[src/rtl/synth_pkg.sv]
// Shared types and constants for the note bus controllers.
// Pure declarations; no logic, no latency.
package synth_pkg;

    localparam int NNOTES_DEF = 5;

    typedef enum logic [1:0] {
        IDLE = 2'd0,
        PLAY = 2'd1,
        GAP  = 2'd2
    } seq_state_t;

    localparam logic [NNOTES_DEF-1:0] ENN_ALL_OFF = '1;

endpackage

[src/rtl/step_timer.sv]
// Down-counter timing one PLAY or GAP phase; done pulses for one cycle at expiry.
// done is combinational from the count; load wins over expiry, clr cancels a running phase.
module step_timer #(
    parameter int CW      = 3,
    parameter int PLAY_LD = 5,
    parameter int GAP_LD  = 1
) (
    input  logic clk,
    input  logic rst_n,
    input  logic load,
    input  logic sel_gap,
    input  logic clr,
    output logic done
);

    logic [CW-1:0] cnt;
    logic          run;

    assign done = run && (cnt == '0);

    always_ff @(posedge clk or negedge rst_n) begin
        if (!rst_n) begin
            cnt <= '0;
            run <= 1'b0;
        end else if (clr) begin
            run <= 1'b0;
        end else if (load) begin
            cnt <= sel_gap ? CW'(GAP_LD) : CW'(PLAY_LD);
            run <= 1'b1;
        end else if (done) begin
            run <= 1'b0;
        end else if (run) begin
            cnt <= cnt - 1'b1;
        end
    end

endmodule

[src/rtl/note_step_sequencer.sv]
// Step sequencer sharing the active-low note bus between manual keys and pattern playback.
// All outputs registered (1 cycle); stop aborts on the next edge and outranks start/advance.
module note_step_sequencer
    import synth_pkg::*;
#(
    parameter int NNOTES   = NNOTES_DEF,
    parameter int NSTEPS   = 16,
    parameter int STEP_CYC = 4000000,
    parameter int GAP_CYC  = 400000
) (
    input  logic                      clk,
    input  logic                      rst_n,
    input  logic                      start,
    input  logic                      stop,
    input  logic                      loop,
    input  logic [$clog2(NSTEPS)-1:0] len,
    input  logic [NNOTES-1:0]         manual_enn,
    input  logic                      wr_en,
    input  logic [$clog2(NSTEPS)-1:0] wr_addr,
    input  logic [NNOTES-1:0]         wr_data,
    output logic [NNOTES-1:0]         note_enn,
    output logic                      busy,
    output logic [$clog2(NSTEPS)-1:0] step_idx,
    output logic                      step_pulse
);

    localparam int  SW       = $clog2(NSTEPS);
    localparam int  CW       = $clog2(STEP_CYC);
    localparam bit  HAS_GAP  = (GAP_CYC > 0);
    localparam int  PLAY_LD  = STEP_CYC - GAP_CYC - 1;
    localparam int  GAP_LD   = HAS_GAP ? GAP_CYC - 1 : 0;

    seq_state_t        state;
    logic [NNOTES-1:0] pattern [NSTEPS];

    logic          done;
    logic          go;
    logic          to_gap;
    logic          to_idle;
    logic          abort;
    logic [SW-1:0] go_idx;

    // Decide this edge's transition; go covers every PLAY entry (start, advance, wrap).
    always_comb begin
        go      = 1'b0;
        to_gap  = 1'b0;
        to_idle = 1'b0;
        abort   = 1'b0;
        go_idx  = '0;
        case (state)
            IDLE: begin
                go = start && !stop;
            end
            PLAY, GAP: begin
                if (stop) begin
                    abort = 1'b1;
                end else if (done) begin
                    if (HAS_GAP && state == PLAY) begin
                        to_gap = 1'b1;
                    end else if (step_idx < len) begin
                        go     = 1'b1;
                        go_idx = step_idx + 1'b1;
                    end else if (loop) begin
                        go = 1'b1;
                    end else begin
                        to_idle = 1'b1;
                    end
                end
            end
            default: abort = 1'b1;
        endcase
    end

    step_timer #(
        .CW      (CW),
        .PLAY_LD (PLAY_LD),
        .GAP_LD  (GAP_LD)
    ) u_timer (
        .clk     (clk),
        .rst_n   (rst_n),
        .load    (go || to_gap),
        .sel_gap (to_gap),
        .clr     (abort || to_idle),
        .done    (done)
    );

    // The mask is read before this edge's write lands, so a same-edge write plays the old value.
    always_ff @(posedge clk or negedge rst_n) begin
        if (!rst_n) begin
            state      <= IDLE;
            note_enn   <= '1;
            busy       <= 1'b0;
            step_idx   <= '0;
            step_pulse <= 1'b0;
            for (int i = 0; i < NSTEPS; i++) begin
                pattern[i] <= '0;
            end
        end else begin
            step_pulse <= go;
            if (go) begin
                state    <= PLAY;
                step_idx <= go_idx;
                note_enn <= ~pattern[go_idx];
                busy     <= 1'b1;
            end else if (to_gap) begin
                state    <= GAP;
                note_enn <= '1;
            end else if (abort || to_idle) begin
                state    <= IDLE;
                note_enn <= '1;
                busy     <= 1'b0;
            end else if (state == IDLE) begin
                note_enn <= manual_enn;
            end
            if (wr_en) begin
                pattern[wr_addr] <= wr_data;
            end
        end
    end

endmodule
[config.mk]
export PLATFORM = sky130hd
export DESIGN_NAME = note_step_sequencer
export DESIGN_NICKNAME = d
export VERILOG_FILES = /design/src/rtl/synth_pkg.sv /design/src/rtl/step_timer.sv /design/src/rtl/note_step_sequencer.sv
export SDC_FILE = /design/constraint.sdc
export NUM_CORES = 1
export LEC_CHECK = 0
export ABC_AREA = 0
export CAP_MARGIN = 5
export CELL_PAD_IN_SITES_DETAIL_PLACEMENT = 0
export CELL_PAD_IN_SITES_GLOBAL_PLACEMENT = 1
export CORE_MARGIN = 4
export CORE_UTILIZATION = 48
export CTS_CLUSTER_SIZE = 40
export DETAILED_ROUTE_END_ITERATION = 10
export HOLD_SLACK_MARGIN = 0.08
export PLACE_DENSITY = 0.76
export SYNTH_ARGS = -nofsm -noshare
export SYNTH_HDL_FRONTEND = slang
export SYNTH_SLANG_ARGS = --single-unit
[constraint.sdc]
create_clock -name clk -period 2.77 [get_ports clk]
set_input_delay 0.554 -clock clk [delete_from_list [all_inputs] [get_ports clk]]
set_output_delay 0.554 -clock clk [all_outputs]
set_load 0.005 [all_outputs]
==> impl_metrics.env <==
export IMPL_yosys_warnings=0
export IMPL_worst_slew_pin_slew_ns=0.683
export IMPL_cts_made_buffers=17
export IMPL_reg2reg_depth=9
export IMPL_fin_util_pct=61.1
export IMPL_grt_max_degree=49
export IMPL_worst_skew_pair_late_latency_ns=0.42
export IMPL_required_ns=3.10
export IMPL_cts_setup_buffers=0
export IMPL_dp_cells=786
export IMPL_clk_path_buf_depth=2
export IMPL_drt_antenna_violating_nets=0
export IMPL_nets=667
export IMPL_tns_ns=0
export IMPL_grt_pass1_vias=4907
export IMPL_synth_edf_count=0
export IMPL_total_power_uw=6000
export IMPL_path_class="in -> reg"
export IMPL_synth_area_um2=6170
export IMPL_r2r_end="note_enn[0]"
export IMPL_port_buffers=34
export IMPL_worst_setup_path_start_kind="input port"
export IMPL_period_share_pct=95.6
export IMPL_synth_area_per_cell_um2=11.3
export IMPL_status="complete, no violations"
export IMPL_hold_viol=0
export IMPL_coreArea_um2=12600
export IMPL_viasPerCell=5.85
export IMPL_area_growth_pct=25.1
export IMPL_io_pins=35
export IMPL_worst_path_max_delay_cell="a2111o_1"
export IMPL_reg2reg_from="state[0]"
export IMPL_track_usage_pct=23.6
export IMPL_fmax_ghz=0.378
export IMPL_die_h_um=121
export IMPL_ys_ff_latch=116
export IMPL_drcViolationCount=0
export IMPL_power_density_nw_per_um2=777
export IMPL_slew_headroom_pct=54.3
export IMPL_ys_types=67
export IMPL_crit_chain="clkdlybuf4s50_1 -> inv_1 -> ha_1 -> a2111o_1 -> and2_4 -> a21o_1 -> a2111oi_4 -> buf_4 -> a221oi_2 -> nor3_1"
export IMPL_hold_path_depth=2
export IMPL_cts_tree="done"
export IMPL_path_buf_inv=3
export IMPL_avgRoutedWirePerCell_um=19.7
export IMPL_max_stage_delay_ns=0.46
export IMPL_seq_area_frac_synth_pct=47.2
export IMPL_ir_drop_mv=0.477
export IMPL_period_minus_slack_ns=2.65
export IMPL_hp_class="reg -> reg"
export IMPL_finalClockSkew_ns=0.0133
export IMPL_crit_family="compound AO/OA/AOI/OAI gates"
export IMPL_r2r_slack_ns=0.19
export IMPL_numClockSinks=116
export IMPL_drive_above_1_share_pct=30.9
export IMPL_die_width_um=121
export IMPL_dpl_hpwl_mm=11.8
export IMPL_syn_inst=547
export IMPL_rows=41
export IMPL_async_flop_share_pct=100
export IMPL_clockRootBuffer="clkbuf_16"
export IMPL_end_kind="flip-flop"
export IMPL_maxCapViolCount=0
export IMPL_drt_total_wl_mm=16.2
export IMPL_clk_pin_slew_ns=0.05
export IMPL_antennaDiodeCount=0
export IMPL_cts_max_level=4
export IMPL_overflow=0
export IMPL_synth_nets=580
export IMPL_rsz0062_at_grt="false"
export IMPL_initial_utilization_pct=48.9
export IMPL_worstPathArrival_ns=2.97
export IMPL_min_from="busy"
export IMPL_setup_violations=0
export IMPL_drv_slew=0
export IMPL_drtIter0Drc=388
export IMPL_synth_top_flop_cell="dfrtp_1"
export IMPL_gp_congestion=0.949
export IMPL_dr_pass1_iters=5
export IMPL_num_vias=4793
export IMPL_grt_first_pass_wirelength_mm=26.6
export IMPL_holdPathEnd="busy"
export IMPL_n_fill_cell=1050
export IMPL_layoutNonFillerInstCount=819
export IMPL_dieArea_um2=14700
export IMPL_p_leak_uw=0.00311
export IMPL_worstPathMaxFanout=4
export IMPL_antenna_found_initial=0
[layer usage]
layer | global-route usage [%] | vias up | share of wire, %
met5 | 0 | - | 0
met4 | 8.12 | 0 | 1.8
met3 | 5.59 | 25 | 4.6
met2 | 35.2 | 130 | 46
met1 | 33.8 | 2415 | 47
li1 | - | 2223 | -
[logic make-up (layout without fill, tap and decap cells)]
kind of cell	Yosys count	after routing	share of synthesized area, %
buffers and inverters	38	138	2.64
AOI/OAI and AO/OA	113	113	13.0
muxes	105	105	20.3
and+or+nand+nor	161	161	14.3
xor gates and xnor gates	5	5	0.710
adders and majority gates	9	9	1.83
DFF	116	116	47.2
[flip-flops by register name, summed over array words and instances, names as in the netlist]
register     count
u_timer.run      1
pattern         80
u_timer.cnt     22
step_idx         4
state            2
note_enn         5
busy             1
step_pulse       1
[area by class of cell]
type	count	area, µm²	share of cell area, %
clock inverter	12	154	2.00
timing repair buffer	91	810	10.5
sequential	116	2910	37.7
tap	172	215	2.79
clock buffer	20	447	5.79
inverter	15	56.3	0.730
multi-input combinational	393	3120	40.5
[placed cells by master (no fill, tap or decap), drive strengths merged, types with 12 or more instances in the layout]
cell / synthesis / routed
dfrtp: 111 / 111
clkdlybuf4s50: 0 / 33
buf: 8 / 57
nor2: 35 / 35
inv: 14 / 16
nor3: 12 / 12
mux2: 80 / 80
nand2: 36 / 36
a21oi: 24 / 24
nand3: 13 / 13
mux2i: 17 / 17
o21ai: 31 / 31
nand2b: 14 / 14
clkbuf: 15 / 20
[what timing repair did]
action / in CTS / in global routing
endpoints found under the hold margin: 27 / 0
resized for setup: 0 / 7
hold buffers: 1 / 0
endpoints found under the setup margin: 0 / 15
[tightest hold or removal path, stage by stage, from the launching register on]
cell and delay (ns):
dfrtp_1 0.34, nand2_1 0.05, nand2_1 0.05
[Yosys cell counts (3+ instances only)]
| master | instances | area, µm² |
|---|---|---|
| dfrtp_1 | 111 | 2780 |
| mux2_2 | 79 | 890 |
| nand2_1 | 36 | 135 |
| nor2_1 | 34 | 128 |
| a21oi_1 | 24 | 120 |
| o21ai_0 | 24 | 120 |
| mux2i_1 | 17 | 170 |
| clkbuf_1 | 15 | 56.3 |
| inv_1 | 14 | 52.6 |
| nand3_1 | 13 | 65.1 |
| nand2b_1 | 12 | 75.1 |
| nor3_1 | 10 | 50.1 |
| o211ai_1 | 10 | 75.1 |
| ha_1 | 9 | 113 |
| mux4_2 | 8 | 180 |
| nor4_1 | 8 | 50.1 |
| o31ai_1 | 8 | 60.1 |
| or3_1 | 8 | 50.1 |
| o21ai_1 | 7 | 35.0 |
| a211oi_1 | 5 | 37.5 |
| dfstp_2 | 5 | 131 |
| nor3b_1 | 5 | 37.5 |
| a21o_1 | 4 | 30.0 |
| a221oi_1 | 4 | 35.0 |
| and3_1 | 4 | 25.0 |
| buf_2 | 4 | 20.0 |
| nand4_1 | 4 | 25.0 |
| nor2b_1 | 4 | 25.0 |
| or4_1 | 4 | 30.0 |
| xor2_1 | 4 | 35.0 |
| a211o_1 | 3 | 26.3 |
| nand3b_1 | 3 | 22.5 |
[worst max-delay path by stage]
| stage | startpoint | endpoint | slack (ns) | cells after the start |
|---|---|---|---|---|
| floorplan | len[1] | note_enn[0] | 0.05 | 8 |
| global placement | len[1] | note_enn[0] | -0.28 | 10 |
| detailed placement | len[1] | note_enn[1] | -0.35 | 10 |
| CTS | len[1] | note_enn[1] | 0.08 | 10 |
| global route | len[1] | note_enn[2] | 0.005 | 9 |
| finish | len[1] | note_enn[1] | 0.12 | 10 |
[power breakdown]
part / leakage, µW / switching, µW / internal [µW]
Clock: 0.000287 / 773 / 1440
Sequential: 0.00138 / 257 / 2100
Combinational: 0.00144 / 707 / 722
Total: 0.00311 / 1740 / 4260
[through the flow]
step	area [µm²]	hold slack [ns]	worst slack (ns)
6_report	7710	0.475	0.122
5_1_grt	7710	0.503	0.00465
4_1_cts	7680	0.478	0.0801
3_5_place_dp	7070	0.473	-0.353
3_3_place_gp	7070	0.470	-0.282
2_1_floorplan	6170	0.258	0.0478
No activity file was read; power rests on OpenSTA's default activity.
